File: src/rtl/alu_seq.sv
// Handshaked sequential ALU: single-cycle add/sub/shift/logic ops and a
// WIDTH-cycle shift-add multiply, with registered result and Z/N/C/V flags.
module alu_seq #(
    parameter int WIDTH = 32,
    parameter int SHW   = $clog2(WIDTH)
) (
    input  logic             clk,
    input  logic             rst_n,
    input  logic             in_valid,
    output logic             in_ready,
    input  logic [WIDTH-1:0] a,
    input  logic [WIDTH-1:0] b,
    input  logic [2:0]       op,
    output logic             out_valid,
    input  logic             out_ready,
    output logic [WIDTH-1:0] d,
    output logic             cout,
    output logic             v,
    output logic             z,
    output logic             n
);

    typedef enum logic [1:0] {IDLE, BUSY, DONE} state_t;

    localparam logic [2:0] OP_ADD = 3'b000;
    localparam logic [2:0] OP_SHL = 3'b001;
    localparam logic [2:0] OP_SUB = 3'b010;
    localparam logic [2:0] OP_SHR = 3'b011;
    localparam logic [2:0] OP_SRA = 3'b100;
    localparam logic [2:0] OP_OR  = 3'b101;
    localparam logic [2:0] OP_MUL = 3'b110;
    localparam logic [2:0] OP_AND = 3'b111;

    localparam logic [WIDTH-1:0] WIDTH_V   = WIDTH'(WIDTH);
    localparam logic [SHW-1:0]   LAST_STEP = SHW'(WIDTH - 1);

    state_t               state_q, state_d;
    logic [WIDTH-1:0]     a_q, a_d;
    logic [2*WIDTH-1:0]   acc_q, acc_d;
    logic [SHW-1:0]       cnt_q, cnt_d;
    logic [WIDTH-1:0]     d_q, d_d;
    logic                 cout_q, cout_d;
    logic                 v_q, v_d;
    logic                 z_q, z_d;
    logic                 n_q, n_d;
    logic                 live_q;

    logic [WIDTH-1:0]     b_x;
    logic [WIDTH:0]       sum;
    logic [SHW-1:0]       shamt;
    logic                 shift_big;
    logic [WIDTH-1:0]     alu_res;
    logic                 alu_c;
    logic                 alu_v;
    logic [WIDTH:0]       mul_sum;
    logic [2*WIDTH-1:0]   acc_step;

    // Single-cycle datapath, evaluated directly on the input operands.
    always_comb begin
        b_x       = (op == OP_SUB) ? ~b : b;
        sum       = {1'b0, a} + {1'b0, b_x} + {{WIDTH{1'b0}}, (op == OP_SUB)};
        shamt     = b[SHW-1:0];
        shift_big = (b >= WIDTH_V);
        alu_res   = '0;
        alu_c     = 1'b0;
        alu_v     = 1'b0;
        case (op)
            OP_ADD, OP_SUB: begin
                alu_res = sum[WIDTH-1:0];
                alu_c   = sum[WIDTH];
                alu_v   = (a[WIDTH-1] == b_x[WIDTH-1]) && (sum[WIDTH-1] != a[WIDTH-1]);
            end
            OP_SHL:  alu_res = shift_big ? '0 : (a << shamt);
            OP_SHR:  alu_res = shift_big ? '0 : (a >> shamt);
            OP_SRA:  alu_res = shift_big ? {WIDTH{a[WIDTH-1]}} : $unsigned($signed(a) >>> shamt);
            OP_OR:   alu_res = a | b;
            OP_AND:  alu_res = a & b;
            default: alu_res = '0;
        endcase
    end

    // One multiply step: conditionally add the multiplicand into the upper
    // half, then shift the whole accumulator right (multiplier drains from the low half).
    always_comb begin
        mul_sum  = {1'b0, acc_q[2*WIDTH-1:WIDTH]} + {1'b0, (acc_q[0] ? a_q : {WIDTH{1'b0}})};
        acc_step = {mul_sum, acc_q[WIDTH-1:1]};
    end

    always_comb begin
        state_d = state_q;
        a_d     = a_q;
        acc_d   = acc_q;
        cnt_d   = cnt_q;
        d_d     = d_q;
        cout_d  = cout_q;
        v_d     = v_q;
        z_d     = z_q;
        n_d     = n_q;
        case (state_q)
            IDLE: begin
                if (live_q && in_valid) begin
                    if (op == OP_MUL) begin
                        a_d     = a;
                        acc_d   = {{WIDTH{1'b0}}, b};
                        cnt_d   = '0;
                        state_d = BUSY;
                    end else begin
                        d_d     = alu_res;
                        cout_d  = alu_c;
                        v_d     = alu_v;
                        z_d     = (alu_res == '0);
                        n_d     = alu_res[WIDTH-1];
                        state_d = DONE;
                    end
                end
            end
            BUSY: begin
                acc_d = acc_step;
                cnt_d = cnt_q + 1'b1;
                if (cnt_q == LAST_STEP) begin
                    d_d     = acc_step[WIDTH-1:0];
                    cout_d  = 1'b0;
                    v_d     = |acc_step[2*WIDTH-1:WIDTH];
                    z_d     = (acc_step[WIDTH-1:0] == '0);
                    n_d     = acc_step[WIDTH-1];
                    state_d = DONE;
                end
            end
            DONE: begin
                if (out_ready) state_d = IDLE;
            end
            default: state_d = IDLE;
        endcase
    end

    always_ff @(posedge clk or negedge rst_n) begin
        if (!rst_n) begin
            state_q <= IDLE;
            a_q     <= '0;
            acc_q   <= '0;
            cnt_q   <= '0;
            d_q     <= '0;
            cout_q  <= 1'b0;
            v_q     <= 1'b0;
            z_q     <= 1'b0;
            n_q     <= 1'b0;
            live_q  <= 1'b0;
        end else begin
            state_q <= state_d;
            a_q     <= a_d;
            acc_q   <= acc_d;
            cnt_q   <= cnt_d;
            d_q     <= d_d;
            cout_q  <= cout_d;
            v_q     <= v_d;
            z_q     <= z_d;
            n_q     <= n_d;
            live_q  <= 1'b1;
        end
    end

    // Hold off acceptance until the first clock edge after reset release.
    assign in_ready  = live_q && (state_q == IDLE);
    assign out_valid = (state_q == DONE);
    assign d         = d_q;
    assign cout      = cout_q;
    assign v         = v_q;
    assign z         = z_q;
    assign n         = n_q;

endmodule

File: config.mk
export PLATFORM = sky130hd
export DESIGN_NAME = alu_seq
export DESIGN_NICKNAME = d
export VERILOG_FILES = /design/src/rtl/alu_seq.sv
export SDC_FILE = /design/constraint.sdc
export NUM_CORES = 1
export LEC_CHECK = 0
export ABC_AREA = 1
export CAP_MARGIN = 40
export CORE_AREA = 2 2 187 189
export DETAILED_ROUTE_END_ITERATION = 7
export DIE_AREA = 0 0 189 191
export PLACE_DENSITY = 0.68
export SETUP_SLACK_MARGIN = 0.4
export SYNTH_ARGS = -nofsm -noshare
export SYNTH_HDL_FRONTEND = slang
export SYNTH_SLANG_ARGS = --single-unit
File: constraint.sdc
create_clock -name clk -period 3.1 [get_ports clk]
set_input_delay 0.62 -clock clk [delete_from_list [all_inputs] [get_ports clk]]
set_output_delay 0.62 -clock clk [all_outputs]
set_load 0.01 [all_outputs]
==> impl_metrics.py, run 1 <==
metrics = {
    "critical_path": {
        "worstSetupStartpointType": "input pin",
        "crit_top_cell": "nand2_1",
        "worstPathMaxFanout": 7,
        "critPathKind": "in -> reg",
        "cp_data_arrival_time_ns": 3.76,
        "cpPeakStageDelay_ns": 0.30,
        "slowest_stage": "ha_1",
        "worstSetupEndpointType": "flop",
        "cp.required_ns": 3.45,
    },
    "placed_design": {
        "dpl.cell_count": 3611,
        "post-place-ws_ns": -1.097,
        "gp_congestion": 1.121,
        "io_buffers": 108,
        "placed_cell_area_um2": 20420,
        "detailed_place_hpwl_mm": 62.23,
    },
    "timing": {
        "timing.fmax_ghz": 0.2939,
        "finalCritPeriodShare_pct": 109.8,
        "timing.slew.headroom_pct": 52.85,
        "fin_crit_ns": 3.403,
        "worst_slew_pin_slew_ns": 0.7050,
        "layout_setup_ws_ns": -0.3028,
        "clock_skew_ns": 0.01053,
        "setup_tns_ns": -2.531,
        "finalSetupViolCount": 22,
        "rsz0062_at_grt": "true",
        "hold_violations": 0,
        "drv_slew": 0,
        "hold-worst-slack_ns": 0.1235,
    },
    "clock_network": {
        "clockRootBuffer": "clkbuf_16",
        "clkSinkCount": 139,
        "cts-htree-levels": 4,
        "clk_latency_ns": 0.43,
        "numCtsBuffers": 17,
        "clkTransAtPathRegs_ns": 0.07,
        "clk_path_buf_depth": 2,
        "cts_tree": "done",
    },
    "power_and_ir_drop": {
        "p_comb_share_pct": 57.7,
        "seqPwrFrac_pct": 25.8,
        "intPower_mw": 6.799,
        "power_density_nw_per_um2": 542.4,
        "clock_power_share_pct": 16.4,
        "swShare_pct": 44.48,
        "peakVddDrop_v": 0.0005132,
        "p_leak_nw": 11.73,
        "power_mw": 12.25,
        "power.switching_mw": 5.448,
    },
    "grt": {
        "grt_pass1_vias": 20120,
        "grt_pass1_wl_mm": 117.9,
        "grt.overflow.total": 0,
        "antenna_found_initial": 0,
        "grtUsageTotal_pct": 42.86,
        "grt_max_degree": 68,
    },
    "floorplanning": {
        "die_area_um2": 36100,
        "ios": 109,
        "initial_core_util_pct": 46.48,
        "coreArea_um2": 34120,
        "die_w_um": 189,
        "rows": 68,
        "die_h_um": 191,
    },
    "final_layout": {
        "final_area_um2": 22580,
        "drive_above_1_share_pct": 23.00,
        "utilization_pct": 66.17,
        "instances_no_fill": 3700,
        "area_delta_synth_final_pct": 42.37,
        "nets": 3380,
    },
    "logic_synthesis": {
        "yosys.area.top_type_share_pct": 21.93,
        "synth_edf_count": 0,
        "async_flop_share_pct": 100.0,
        "synth_commonest_cells": "nand2_1 (877), nand3_1 (396), nor2_1 (308)",
        "ys_warn_count": 0,
        "syn_avg_cell_area_um2": 5.779,
        "yosys_register_bits": 139,
        "synth.distinct_cells": 49,
        "synthTopCellsByArea": "dfrtp_1 (22%), nand2_1 (21%), nand3_1 (12%)",
        "synth.most_common_cell": "nand2_1",
        "synthFlopType": "dfrtp_1",
        "yosysTopAreaCell": "dfrtp_1",
        "ys_seq_area_share_pct": 21.93,
        "synth_area_um2": 15860,
        "synthCells": 2744,
        "synth_nets": 2893,
    },
    "drt": {
        "final_antenna_net_count": 0,
        "drt_iter0_drc": 2643,
        "drc": 5,
        "firstDrtPassIters": 8,
        "wl_per_cell_um": 21.31,
        "routed_wl_mm": 78.83,
        "via_count": 21490,
        "avgViaCountPerCell": 5.807,
    },
    "status": {
        "violations": "DRC, setup timing",
        "run_status": "finished with violations",
    },
    "min_path": {
        "hp-class": "in -> async",
    },
    "flow_run": {
        "drv_cap": 0,
    },
}
## worst paths after layout
check / from / to / slack, ns / cells after the start
max: op[2] / z$_DFFE_PN0P_ / -0.30 / 25
min reg2reg: a_q[8]$_DFFE_PN0P_ / a_q[8]$_DFFE_PN0P_ / 0.48 / 2
max reg2reg: acc_q[0]$_DFFE_PN0P_ / v$_DFFE_PN0P_ / -0.04 / 21
max in group asynchronous: rst_n / d[19]$_DFFE_PN0P_ / 2.08 / 3
min: rst_n / acc_q[41]$_DFFE_PN0P_ / 0.12 / 1
min in group clk: a_q[8]$_DFFE_PN0P_ / a_q[8]$_DFFE_PN0P_ / 0.48 / 2
## cell usage in the layout, fill, tap and decap left out, types with 7 or more instances in the layout
cell	count
o221ai_1	17
a31oi_1	33
nor3_2	10
ha_1	61
a21oi_2	30
clkbuf_16	17
clkdlybuf4s50_1	91
nor3_1	25
nor2_1	268
xor2_1	19
a21oi_1	93
nand3_2	12
inv_1	263
nand2_2	53
o21ai_1	24
o21ai_0	124
nand3b_1	16
nor2_2	32
nand2_1	822
a22o_1	14
nand3_1	382
buf_6	21
xor2_2	13
ha_4	13
nor2_4	11
buf_4	432
inv_2	13
o21bai_1	7
o211ai_1	13
nand4_1	35
buf_12	17
a21o_1	7
dfrtp_1	138
## routing by layer
| layer | GRT usage [%] | routed length (µm) | vias to the layer above |
|---|---|---|---|
| li1 | - | - | 9985 |
| met4 | 29.27 | 6228 | 0 |
| met2 | 64.88 | 33210 | 1328 |
| met3 | 6.187 | 7819 | 262 |
| met5 | 0 | 0 | - |
| met1 | 56.56 | 31570 | 9911 |
## cells by family after synthesis
group                      share of synthesized area (%)
AOI/OAI and AO/OA                                  14.03
xor gates and xnor gates                           2.596
adders and majority gates                          6.249
buffers and inverters                              10.06
DFF                                                21.93
other                                            0.02365
and+or+nand+nor                                    45.11
## cell type report
type                    instances  area (µm²)
flip-flops and latches        139        3480
diodes                          1       2.502
multi-input cells            2208       11830
fillers                      3051       11540
clock inverters                15       153.9
well taps                     455       569.3
inverters                     282        1079
repair buffers                583        5041
clock buffers                  17       425.4
## power by group through the flow
| stage | logic [mW] | registers, mW | clock network, mW |
|---|---|---|---|
| after global placement | 6.22 | 3.11 | 0 |
| after global routing | 7.69 | 3.25 | 2.10 |
| after floorplan | 3.58 | 3.10 | 0 |
| final | 7.07 | 3.16 | 2.01 |
| after detailed placement | 6.37 | 3.14 | 0 |
| after CTS | 6.72 | 3.15 | 2.03 |
## worst max-delay path, delay by kind of cell
family | cells | cell delay, ns
fa+ha+maj | 1 | 0.30
xor+xnor | 1 | 0.19
buf+inv | 7 | 0.73
compound gates | 2 | 0.31
simple gates | 14 | 1.61
## flip-flops by register name, indices dropped and copies added, names as in the netlist
name     flops
a_q         32
acc_q       64
cout         1
live_q       1
v            1
z            1
state_q      2
d           32
cnt_q        5
## timing repair
| item | CTS | global route |
|---|---|---|
| resized for setup | 180 | 110 |
| hold buffers | 0 | 0 |
| endpoints found under the hold margin | 0 | 0 |
| setup endpoints to repair | 40 | 47 |
| buffers inserted | 38 | 15 |
| pin swaps | 60 | 38 |
| gates cloned | 3 | 0 |
Power figures use the tool's default switching activity.
==> run 2, diff against run 1 <==
--- a/config.mk
+++ b/config.mk
@@ -7,10 +7,10 @@
 export LEC_CHECK = 0
 export ABC_AREA = 1
 export CAP_MARGIN = 40
-export CORE_AREA = 2 2 187 189
+export CORE_AREA = 2 2 203 205
+export CTS_BUF_LIST = sky130_fd_sc_hd__clkbuf_8
 export DETAILED_ROUTE_END_ITERATION = 7
-export DIE_AREA = 0 0 189 191
-export PLACE_DENSITY = 0.68
+export DIE_AREA = 0 0 205 207
 export SETUP_SLACK_MARGIN = 0.4
 export SYNTH_ARGS = -nofsm -noshare
 export SYNTH_HDL_FRONTEND = slang
==> run 2 against run 1 <==
Effect of this change:
- the flow finishes with violations (setup timing)
- combinational power grew 5.7%
- die area is 18% higher
- via count fell by 0.18%
- register-to-register slack better by 0.06 ns
- sequential power is essentially flat
- utilization is 8.7 points lower
- maximum frequency increased by 3.5%
- total power is 0.19% lower
- design area up 2.7%
- global-route usage decreased by 3.9 points
- sequential share of layout area down 0.42 points
- largest power group unchanged
- highest routed layer is now met5
==> impl_metrics.py, run 2 (synthesized netlist as in run 1, its figures left out) <==
metrics = {
    "power_and_ir_drop": {
        "peakVddDrop_v": 0.0003339,
        "intPower_mw": 6.673,
        "seqPwrFrac_pct": 26.0,
        "clock_power_share_pct": 12.9,
        "power_mw": 12.22,
        "swShare_pct": 45.40,
        "p_comb_share_pct": 61.1,
        "power.switching_mw": 5.550,
        "power_density_nw_per_um2": 527.0,
        "p_leak_nw": 12.08,
    },
    "final_layout": {
        "final_area_um2": 23190,
        "nets": 3446,
        "largest_reg_flops": 64,
        "drive_above_1_share_pct": 26.07,
        "final.fill_count": 4056,
        "area_delta_synth_final_pct": 46.26,
        "regArea_um2": 3478,
        "top_register": "acc_q",
        "multi_input_area_um2": 12000,
        "utilization_pct": 57.45,
        "layout_commonest_cell": "nand2_1",
        "final_cell_mix": "nand2_1 (797), buf_4 (494), nand3_1 (377)",
    },
    "floorplanning": {
        "die_area_um2": 42440,
        "coreArea_um2": 40370,
        "die_h_um": 207,
        "die_w_um": 205,
        "rows": 74,
        "initial_core_util_pct": 39.28,
        "ios": 109,
    },
    "placed_design": {
        "placed_cell_area_um2": 21170,
        "gp_congestion": 1.073,
        "detailed_place_hpwl_mm": 68.14,
        "io_buffers": 108,
    },
    "timing": {
        "layout_setup_ws_ns": -0.1873,
        "hold-worst-slack_ns": 0.1091,
        "finalCritPeriodShare_pct": 106.0,
        "drv_slew": 0,
        "timing.slew.headroom_pct": 52.09,
        "hold_violations": 0,
        "timing.fmax_ghz": 0.3042,
        "fin_crit_ns": 3.287,
        "clock_skew_ns": 0.01441,
        "finalSetupViolCount": 11,
        "rsz0062_at_grt": "true",
        "worst_slew_pin_slew_ns": 0.7186,
    },
    "status": {
        "violations": "setup timing",
        "run_status": "finished with violations",
    },
    "drt": {
        "drt_iter0_drc": 2605,
        "top_layer_used": "met5",
        "wl_met3_mm": 5.829,
        "via_count": 21450,
        "wl_met1_mm": 34.94,
        "firstDrtPassIters": 8,
        "drc": 0,
        "route.met2.wl_mm": 36.86,
        "final_antenna_net_count": 0,
        "wl_per_cell_um": 21.72,
        "routed_wl_mm": 83.47,
        "avgViaCountPerCell": 5.581,
    },
    "critical_path": {
        "cpPeakStageDelay_ns": 0.25,
        "worstPathMaxFanout": 4,
        "worstSetupStartpointType": "input pin",
        "slowest_stage": "or2_4",
        "cp.required_ns": 3.51,
        "critPathKind": "in -> reg",
        "cp_data_arrival_time_ns": 3.70,
        "crit_top_cell": "nand2_2",
        "worstSetupEndpointType": "flop",
    },
    "clock_network": {
        "clkSinkCount": 139,
        "clk_path_buf_depth": 2,
        "clockRootBuffer": "clkbuf_8",
        "cts-htree-levels": 4,
        "cts_tree": "done",
        "numCtsBuffers": 17,
        "clkTransAtPathRegs_ns": 0.09,
        "clk_latency_ns": 0.48,
    },
    "grt": {
        "antenna_found_initial": 3,
        "grt_pass1_wl_mm": 124.4,
        "grtUsageTotal_pct": 38.95,
        "grt.overflow.total": 0,
        "grt_pass1_vias": 20450,
        "grt_max_degree": 71,
    },
    "flow_run": {
        "drv_cap": 0,
    },
    "min_path": {
        "hp-class": "in -> async",
    },
}
[run 2: layout make-up]
| cell class | count | share of cell area, % |
|---|---|---|
| Timing Repair Buffer | 649 | 23.97 |
| Multi-Input combinational cell | 2208 | 51.72 |
| Clock buffer | 17 | 1.009 |
| Antenna cell | 1 | 0.01079 |
| Inverter | 282 | 4.639 |
| Tap cell | 532 | 2.870 |
| Sequential cell | 139 | 15.00 |
| Clock inverter | 15 | 0.7768 |
[run 2: per-stage QoR]
stage                     TNS (ns)  setup slack [ns]  std cells
after floorplan           -0.04617          -0.04617       2744
after global placement      -25.28            -1.127       3772
after detailed placement    -27.14            -1.104       3772
after CTS                  -0.1812          -0.07595       3831
after global routing        -3.530           -0.4288       3843
final                      -0.9206           -0.1873       3843
[run 2: final timing paths]
| check | from | to | slack, ns | cells after the start |
|---|---|---|---|---|
| worst max-delay path | op[2] | z$_DFFE_PN0P_ | -0.19 | 25 |
| worst min register to register | a_q[30]$_DFFE_PN0P_ | a_q[30]$_DFFE_PN0P_ | 0.48 | 2 |
| max in group asynchronous | rst_n | d[2]$_DFFE_PN0P_ | 2.15 | 2 |
| min in group clk | a_q[30]$_DFFE_PN0P_ | a_q[30]$_DFFE_PN0P_ | 0.48 | 2 |
| worst max register to register | acc_q[0]$_DFFE_PN0P_ | v$_DFFE_PN0P_ | 0.02 | 22 |
| worst min-delay path | rst_n | acc_q[48]$_DFFE_PN0P_ | 0.11 | 1 |
[run 2: worst max-delay path, delay by kind of cell]
family | cells | cell delay, ns
buffers and inverters | 6 | 0.58
AND/OR/NAND/NOR | 16 | 1.88
XOR/XNOR | 1 | 0.21
AO/OA/AOI/OAI | 1 | 0.17
adder cells (fa/ha/maj) | 1 | 0.24
[run 2: power groups by stage]
stage | clock (mW) | sequential (mW) | combinational (mW)
after CTS | 1.60 | 3.17 | 7.18
after detailed placement | 0 | 3.17 | 6.81
after floorplan | 0 | 3.10 | 3.58
final | 1.58 | 3.18 | 7.47
after global routing | 1.68 | 3.27 | 8.15
after global placement | 0 | 3.15 | 6.72
[run 2: repair_timing]
| action | in CTS | in global routing |
|---|---|---|
| setup endpoints to repair | 35 | 38 |
| pin swaps | 94 | 84 |
| hold buffers | 0 | 0 |
| endpoints found under the hold margin | 0 | 0 |
| gates resized for setup | 223 | 148 |
| buffers inserted | 24 | 11 |
| gates cloned | 3 | 0 |
[run 2: metal layers]
metal  vias up  global-route usage (%)
met5         -                       0
met3       196                   3.855
met4         4                   22.43
li1      10140                       -
met2      1024                   60.57
met1     10090                   52.45
